`config.mk`:
```
export PLATFORM = sky130hd
export DESIGN_NAME = l_driver_flat
export DESIGN_NICKNAME = d
export VERILOG_FILES = /design/src/rtl/l_driver_if.sv /design/src/rtl/l_driver.sv /design/src/flat_wrapper.sv
export SDC_FILE = /design/constraint.sdc
export NUM_CORES = 1
export LEC_CHECK = 0
export BUFFER_PORTS_ARGS = -buffer_cell sky130_fd_sc_hd__buf_2
export CORE_ASPECT_RATIO = 1.4
export CORE_MARGIN = 2
export CORE_UTILIZATION = 30
export DETAILED_ROUTE_END_ITERATION = 8
export PLACE_DENSITY = 0.5
export SKIP_LAST_GASP = 1
export SYNTH_ARGS = -nofsm -noshare
export SYNTH_HDL_FRONTEND = slang
export SYNTH_SLANG_ARGS = --single-unit
```
`constraint.sdc`:
```
create_clock -name clk -period 2.3 [get_ports clk]
set_clock_uncertainty 0.15 [all_clocks]
set_input_delay 0 -clock clk [delete_from_list [all_inputs] [get_ports clk]]
set_output_delay 0 -clock clk [all_outputs]
set_load 0.03 [all_outputs]
```
`src/rtl/l_driver_if.sv`:
```
// l_driver_if: word handshake between a producer and the lane-0 serial driver.
//   tx_data   word to send (producer -> driver)
//   tx_valid  tx_data is valid (producer -> driver)
//   tx_ready  driver can accept a word (driver -> producer)
// Modports: master = word producer, slave = l_driver.
interface l_driver_if #(
    parameter int WIDTH = 8
);
    logic [WIDTH-1:0] tx_data;
    logic             tx_valid;
    logic             tx_ready;

    modport master (output tx_data, output tx_valid, input tx_ready);
    modport slave  (input tx_data, input tx_valid, output tx_ready);
endinterface

```
`src/rtl/l_driver.sv`:
```
// l_driver: left-lane serial transmitter for lane 0 of iBus[0:1].
// Sends each accepted word as start bit (0), data LSB first, optional even
// parity bit and stop bit (1), every bit held for CLKS_PER_BIT cycles.
// Ports:
//   clk         rising-edge clock
//   rst         synchronous, active-high reset
//   en          line drive enable while idle
//   tx          word handshake (slave side: tx_data, tx_valid, tx_ready)
//   line_out    serial line value (to iBus[0])
//   line_oe     1 = drive line_out, 0 = release the line
//   busy        a frame is in progress
//   frame_done  single-cycle pulse in the last cycle of a frame
module l_driver #(
    parameter int WIDTH        = 8,
    parameter int CLKS_PER_BIT = 4,
    parameter int PARITY_EN    = 1
) (
    input  logic        clk,
    input  logic        rst,
    input  logic        en,
    l_driver_if.slave   tx,
    output logic        line_out,
    output logic        line_oe,
    output logic        busy,
    output logic        frame_done
);

    localparam int CW = (CLKS_PER_BIT > 1) ? $clog2(CLKS_PER_BIT) : 1;
    localparam int BW = (WIDTH > 1) ? $clog2(WIDTH) : 1;
    localparam logic [CW-1:0] CNT_MAX  = CW'(CLKS_PER_BIT - 1);
    localparam logic [BW-1:0] LAST_BIT = BW'(WIDTH - 1);

    localparam logic [2:0] IDLE   = 3'd0;
    localparam logic [2:0] START  = 3'd1;
    localparam logic [2:0] DATA   = 3'd2;
    localparam logic [2:0] PARITY = 3'd3;
    localparam logic [2:0] STOP   = 3'd4;

    logic [2:0]       state, state_n;
    logic [CW-1:0]    cnt, cnt_n;
    logic [BW-1:0]    bit_cnt, bit_cnt_n;
    logic [WIDTH-1:0] shreg, shreg_n;
    logic             parity, parity_n;
    logic             line_n;

    // Ready is the only combinational output: idle and not held in reset.
    assign tx.tx_ready = (state == IDLE) && !rst;

    // Next-state logic. Every non-idle state counts its bit period down to
    // zero and only then advances; the counter is reloaded on every change.
    always_comb begin
        state_n   = state;
        cnt_n     = cnt;
        bit_cnt_n = bit_cnt;
        shreg_n   = shreg;
        parity_n  = parity;
        if (state != IDLE && cnt != '0) begin
            cnt_n = cnt - 1'b1;
        end else begin
            case (state)
                IDLE: begin
                    if (tx.tx_valid && tx.tx_ready) begin
                        shreg_n  = tx.tx_data;
                        parity_n = ^tx.tx_data;
                        state_n  = START;
                        cnt_n    = CNT_MAX;
                    end
                end
                START: begin
                    state_n   = DATA;
                    cnt_n     = CNT_MAX;
                    bit_cnt_n = '0;
                end
                DATA: begin
                    cnt_n = CNT_MAX;
                    if (bit_cnt == LAST_BIT) begin
                        state_n = (PARITY_EN != 0) ? PARITY : STOP;
                    end else begin
                        bit_cnt_n = bit_cnt + 1'b1;
                        shreg_n   = shreg >> 1;
                    end
                end
                PARITY: begin
                    state_n = STOP;
                    cnt_n   = CNT_MAX;
                end
                default: begin
                    state_n = IDLE;
                end
            endcase
        end
    end

    // Line value for the state being entered, so the registered output
    // lines up with the state register.
    always_comb begin
        line_n = 1'b1;
        case (state_n)
            START:   line_n = 1'b0;
            DATA:    line_n = shreg_n[0];
            PARITY:  line_n = parity_n;
            default: line_n = 1'b1;
        endcase
    end

    // State and registered outputs; frame_done is raised on entry to the
    // final cycle of the stop bit so it coincides with that cycle.
    always_ff @(posedge clk) begin
        if (rst) begin
            state      <= IDLE;
            cnt        <= '0;
            bit_cnt    <= '0;
            shreg      <= '0;
            parity     <= 1'b0;
            line_out   <= 1'b1;
            line_oe    <= 1'b0;
            busy       <= 1'b0;
            frame_done <= 1'b0;
        end else begin
            state      <= state_n;
            cnt        <= cnt_n;
            bit_cnt    <= bit_cnt_n;
            shreg      <= shreg_n;
            parity     <= parity_n;
            line_out   <= line_n;
            line_oe    <= (state_n != IDLE) || en;
            busy       <= (state_n != IDLE);
            frame_done <= (state_n == STOP) && (cnt_n == '0);
        end
    end

endmodule

```
`src/flat_wrapper.sv`:
```
// flat-port wrapper written by rule: the top's interface ports become plain ports
module l_driver_flat 
#(
    parameter int WIDTH        = 8,
    parameter int CLKS_PER_BIT = 4,
    parameter int PARITY_EN    = 1
)
  (clk, rst, en, line_out, line_oe, busy, frame_done, tx_tx_data, tx_tx_valid, tx_tx_ready);
  l_driver_if #(.WIDTH(WIDTH)) tx_i ();
  input  logic clk;
  input  logic rst;
  input  logic en;
  output logic line_out;
  output logic line_oe;
  output logic busy;
  output logic frame_done;
  input wire logic [$bits(tx_i.tx_data)-1:0] tx_tx_data;
  input wire logic [$bits(tx_i.tx_valid)-1:0] tx_tx_valid;
  output wire logic [$bits(tx_i.tx_ready)-1:0] tx_tx_ready;
  assign tx_i.tx_data = tx_tx_data;
  assign tx_i.tx_valid = tx_tx_valid;
  assign tx_tx_ready = tx_i.tx_ready;
  l_driver #(.WIDTH(WIDTH), .CLKS_PER_BIT(CLKS_PER_BIT), .PARITY_EN(PARITY_EN)) u_core (.clk(clk), .rst(rst), .en(en), .tx(tx_i), .line_out(line_out), .line_oe(line_oe), .busy(busy), .frame_done(frame_done));
endmodule
```
# Word-level counts from Yosys, hierarchy flattened
# Cells that the tools add are included.
dict set report classes {
  n_mux 17
  add_sub_neg 2
  bitwise 1
  n_eq_ne 10
  n_reduce_logical 17
}
# operator n
set ops {}
lappend ops {{$mux 8} 2}
lappend ops {{$pmux 8 s2} 1}
lappend ops {{$eq 3x2->1 const B} 4}
lappend ops {{$mux 3} 4}
lappend ops {{$pmux 3 s4} 1}
lappend ops {{$reduce_xor 8->1} 1}
lappend ops {{$eq 3x1->1 const B} 2}
lappend ops {{$eq 3x3->1 const B} 2}
lappend ops {{$pmux 3 s2} 1}
lappend ops {{$reduce_bool 2->1} 3}
lappend ops {{$reduce_bool 3->1} 2}
lappend ops {{$logic_and 1x1->1} 4}
lappend ops {{$mux 1} 4}
lappend ops {{$mux 2} 2}
lappend ops {{$ne 2x2->1 const B} 2}
lappend ops {{$pmux 2 s2} 1}
lappend ops {{$reduce_and 4->1} 1}
lappend ops {{$add 3x1->3 const B} 1}
lappend ops {{$logic_not 3->1} 1}
lappend ops {{$pmux 1 s3} 1}
lappend ops {{$reduce_and 3->1} 1}
lappend ops {{$reduce_or 3->1} 1}
lappend ops {{$logic_not 2->1} 1}
lappend ops {{$sub 2x1->2 const B} 1}
lappend ops {{other kinds (3)} 3}
dict set report word_totals {
  input_bits 12
  register_bits 21
  elab_cells 57
  output_inout_bits 5
}

# Logic depth before layout (Yosys ltp)
dict set report depth {
  word_depth 8
  depth_mapped 7
}

# Worst setup path before layout
# Ideal clock, no wire load.
dict set report synth_timing {
  kind {register -> register}
  startpoint {register u_core.bit_cnt[0]}
  endpoint {register u_core.line_out}
  required_ps 2081
  slack_ps 533
  stages_incl_launch_ff 7
  setup_ps 69
  arrival_ps 1548
  n_path_buf 0
  path_cell_list {dfxtp_1 -> ha_1 -> ha_1 -> nor4b_4 -> a32o_1 -> a32oi_1 -> o21ai_1}
}
dict set report synth_between {
  elab_chain_len 6
  word_cells_on_any_way 11
  cone_classes {eq/ne (4); mux (7)}
}
# item line
set synth_rtl {}
lappend synth_rtl {{start: declaration} l_driver.sv:41} ;# logic [BW-1:0] bit_cnt, bit_cnt_n;
lappend synth_rtl {{start signal: assignment} l_driver.sv:122} ;# bit_cnt <= bit_cnt_n;
lappend synth_rtl {{$eq 3x3->1 *} l_driver.sv:76} ;# if (bit_cnt == LAST_BIT) begin
lappend synth_rtl {{$mux 3} l_driver.sv:76}
lappend synth_rtl {{$pmux 3 s4} l_driver.sv:60} ;# case (state)
lappend synth_rtl {{$mux 3} l_driver.sv:57} ;# if (state != IDLE && cnt != '0) begin
lappend synth_rtl {{$eq 3x2->1 or $eq 3x1->1 (tied branches)} l_driver.sv:98} ;# case (state_n)
lappend synth_rtl {{$pmux 1 s3 *} l_driver.sv:98}
lappend synth_rtl {{end signal: assignment} l_driver.sv:125} ;# line_out <= line_n;
lappend synth_rtl {{end: declaration} l_driver.sv:22} ;# output logic line_out,
# Every way passes the cells marked *; elsewhere a longest branch is shown, timed or not. The select of a mux whose other input is x is not followed.
# A chain may end at the register's enable or synchronous reset.

# Worst setup path in the final report
dict set report layout_timing {
  startpoint {register u_core.cnt[0]}
  endpoint {register u_core.line_out}
}
dict set report layout_between {
  elab_chain_len 5
  word_cells_on_any_way 9
  cone_classes {eq/ne (3); mux (4); reduce/logical (2)}
}
# item line
set layout_rtl {}
lappend layout_rtl {{start: declaration} l_driver.sv:40} ;# logic [CW-1:0] cnt, cnt_n;
lappend layout_rtl {{start signal: assignment} l_driver.sv:121} ;# cnt <= cnt_n;
lappend layout_rtl {{$reduce_bool 2->1 *} l_driver.sv:57}
lappend layout_rtl {{$logic_and 1x1->1 *} l_driver.sv:57}
lappend layout_rtl {{$mux 3} l_driver.sv:57}
lappend layout_rtl {{$eq 3x2->1 or $eq 3x1->1 (tied branches)} l_driver.sv:98}
lappend layout_rtl {{$pmux 1 s3 *} l_driver.sv:98}
# Every way passes the cells marked *; elsewhere a longest branch is shown, timed or not.

==> impl_metrics.csv <==
group,metric,value,unit
floorplanning,rows,27,
layout,diodes,0,
synthesis,yosys_most_used_dff,"dfxtp_1",
routing,drc,0,
clock_network,tritoncts,"done",
floorplanning,die_area,4462,sq um
synthesis,synth_top_area_share,35.59,%
layout,fin_util,36.42,%
layout,fin_nets,159,
clock_network,cts_buffers,3,
routing,drt_wl_total,2518,um
pwr,p_total,0.0008812,W
clock_network,root_buffer,"clkbuf_8",
floorplanning,ioPinCount,17,
synthesis,synthCells,121,
sta,period_share,87.54,%
grt,grt_max_degree,25,
synthesis,yosysWarningCount,0,
sta,min_period,2013,ps
routing,via_per_inst,5.199,
grt,grt_pass1_vias,1012,
clock_network,postCtsSetupRepairBufs,0,
clock_network,clk_transition_reported_paths,80,ps
routing,ant_nets,0,
routing,dr_total_vias,967,
floorplanning,initial_utilization,30.67,%
grt,antenna_found_initial,0,
grt,grt_pass1_wl,4429,um
flow_run,max-cap-violations,0,
synthesis,synth_nets,136,
synthesis,async_flop_share,0,%
clock_network,cts.sinks,21,
synthesis,ys_ff_latch,21,
layout,fillers,413,
pwr,ir_drop,0.3478,mV
sta,whs,60.80,ps
sta,rsz0062_at_grt,"no",
layout,drive_above_1_share,26.57,%
layout,syn_to_final_growth,18.75,%
setup_path,critPathMaxFanout,13,
pwr,cellLeakagePower,0.5366,nW
sta,tightest_slew,688.3,ps
routing,drtIter0Drc,31,
placed_design,port_buffers,16,
setup_path,rrSetupSlack,290,ps
floorplanning,dieWidth,57.03,um
synthesis,yosys-top-cells-area,"dfxtp_1 36%, xnor2_1 5.2%, nor2_1 4.8%",
setup_path,cp-end-kind,"flip-flop",
clock_network,clockBufferDepth,2,
synthesis,post-synth-top-area-cell,"dfxtp_1",
setup_path,cp.required,2330,ps
grt,grt_use_total,12.17,%
sta,clock.fmax,496.7,MHz
sta,hold_viol_final,0,
layout,multi_input_area,696.9,sq um
floorplanning,core-area,3851,sq um
layout,regArea,420.4,sq um
synthesis,synth_edf_count,0,
sta,fin_tns_setup,0,ps
sta,drv_slew,0,
floorplanning,die_h,78.24,um
placed_design,dp.cells,174,
setup_path,crit_type,"flip-flop to flip-flop",
placed_design,gp_congestion,0.7633,
sta,setup_viol_count_final,0,
grt,overflow,0,
clock_network,cts_hold_buffers,8,
run_status,status,"finished clean",
synthesis,ys_seq_area_share,35.59,%
pwr,power_density,628.2,nW/um^2
layout,stdcell_count,186,
routing,drt_pass1_iterations,4,
clock_network,cts_resized,0,
clock_network,cts.htree.levels,1,
synthesis,synth_area_per_cell,9.761,sq um
setup_path,cp-start-kind,"flip-flop",
placed_design,place_hpwl,1764,um
synthesis,syn_area,1181,sq um
sta,slew_headroom,54.05,%
setup_path,critPathArrivalTime,2050,ps
routing,routedWlPerCell,13.54,um
synthesis,synth.distinct_cells,43,
clock_network,insertion_delay,250,ps
min_path,hp-class,"primary input to flip-flop",
## placed cells by master (no fill, tap or decap), types with 3 or more instances in the layout
cell type and count:
buf_2 16, dfxtp_1 21, nor3_2 4, nor2_1 15, a21oi_1 5, inv_1 3
xnor2_1 7, nand2_1 4, nor2b_1 5, ha_1 3, clkbuf_8 3, a221oi_1 6
dlygate4sd3_1 8, o21ai_1 3
## power breakdown
group	internal (W)	switching (W)	leakage [nW]	total, W
registers	0.000391	0.0000249	0.172	0.000416
logic	0.000105	0.000125	0.342	0.000230
clock network	0.000123	0.000112	0.0228	0.000235
## cell type report
type | count | share of cell area (%)
Multi-Input combinational cell | 89 | 49.69
Sequential cell | 21 | 29.97
Timing Repair Buffer | 26 | 12.49
Tap cell | 43 | 3.836
Clock buffer | 4 | 3.211
Inverter | 3 | 0.8029
## logic make-up after synthesis
logic type      share of synthesized area (%)
xor+xnor                                5.191
buf+inv                                 5.402
mux                                    0.8475
compound gates                          22.03
fa+ha+maj                               3.178
simple gates                            27.75
flops                                   35.59
## sequential cells by signal, indices dropped and copies added, names as in the netlist
name,flops
u_core.shreg,8
u_core.bit_cnt,3
u_core.state,3
u_core.cnt,2
u_core.busy,1
u_core.frame_done,1
u_core.line_oe,1
u_core.line_out,1
u_core.parity,1
## final timing paths
| check | startpoint | cells after the start | endpoint |
|---|---|---|---|
| hold / removal | rst | 2 | u_core.busy |
| hold reg to reg | u_core.shreg[0] | 2 | u_core.shreg[0] |
| setup / recovery | u_core.cnt[0] | 6 | u_core.line_out |
| setup reg to reg | u_core.cnt[0] | 6 | u_core.line_out |
## cell usage after synthesis, types with 2 or more instances
| cell | count |
|---|---|
| nor3_1 | 2 |
| dfxtp_1 | 21 |
| nand2b_1 | 2 |
| nand2_1 | 4 |
| a32oi_1 | 2 |
| a31oi_1 | 2 |
| a21oi_1 | 5 |
| ha_1 | 3 |
| inv_1 | 3 |
| nor2b_1 | 5 |
| nor3b_2 | 2 |
| clkbuf_1 | 4 |
| or3_1 | 2 |
| nor3_2 | 4 |
| and2_1 | 2 |
| o21ai_1 | 3 |
| xnor2_1 | 7 |
| a221oi_1 | 6 |
| o21a_1 | 2 |
| nor2_1 | 15 |
| buf_6 | 2 |
| buf_4 | 2 |
## routing by layer
| metal | GRT usage (%) | vias to the layer above | wire [um] |
|---|---|---|---|
| met5 | 0 | - | 0 |
| met3 | 1.483 | 2 | 93 |
| li1 | - | 485 | - |
| met2 | 22.07 | 22 | 1274 |
| met1 | 14.65 | 458 | 1132 |
| met4 | 3.721 | 0 | 18 |
## metrics by stage
step	cell area (sq um)	setup slack, ps
after floorplan	1181	533.1
after global placement	1277	361.7
after detailed placement	1277	285.8
after CTS	1403	254.6
after global routing	1403	59.60
final	1403	286.6
## worst max-delay path: stages, from the launching register on
cell	delay [ps]
dfxtp_1	370
inv_1	60
ha_1	360
and3b_1	270
o21ai_1	440
a32oi_1	140
o21ai_1	150
Power figures use the tool's default switching activity.
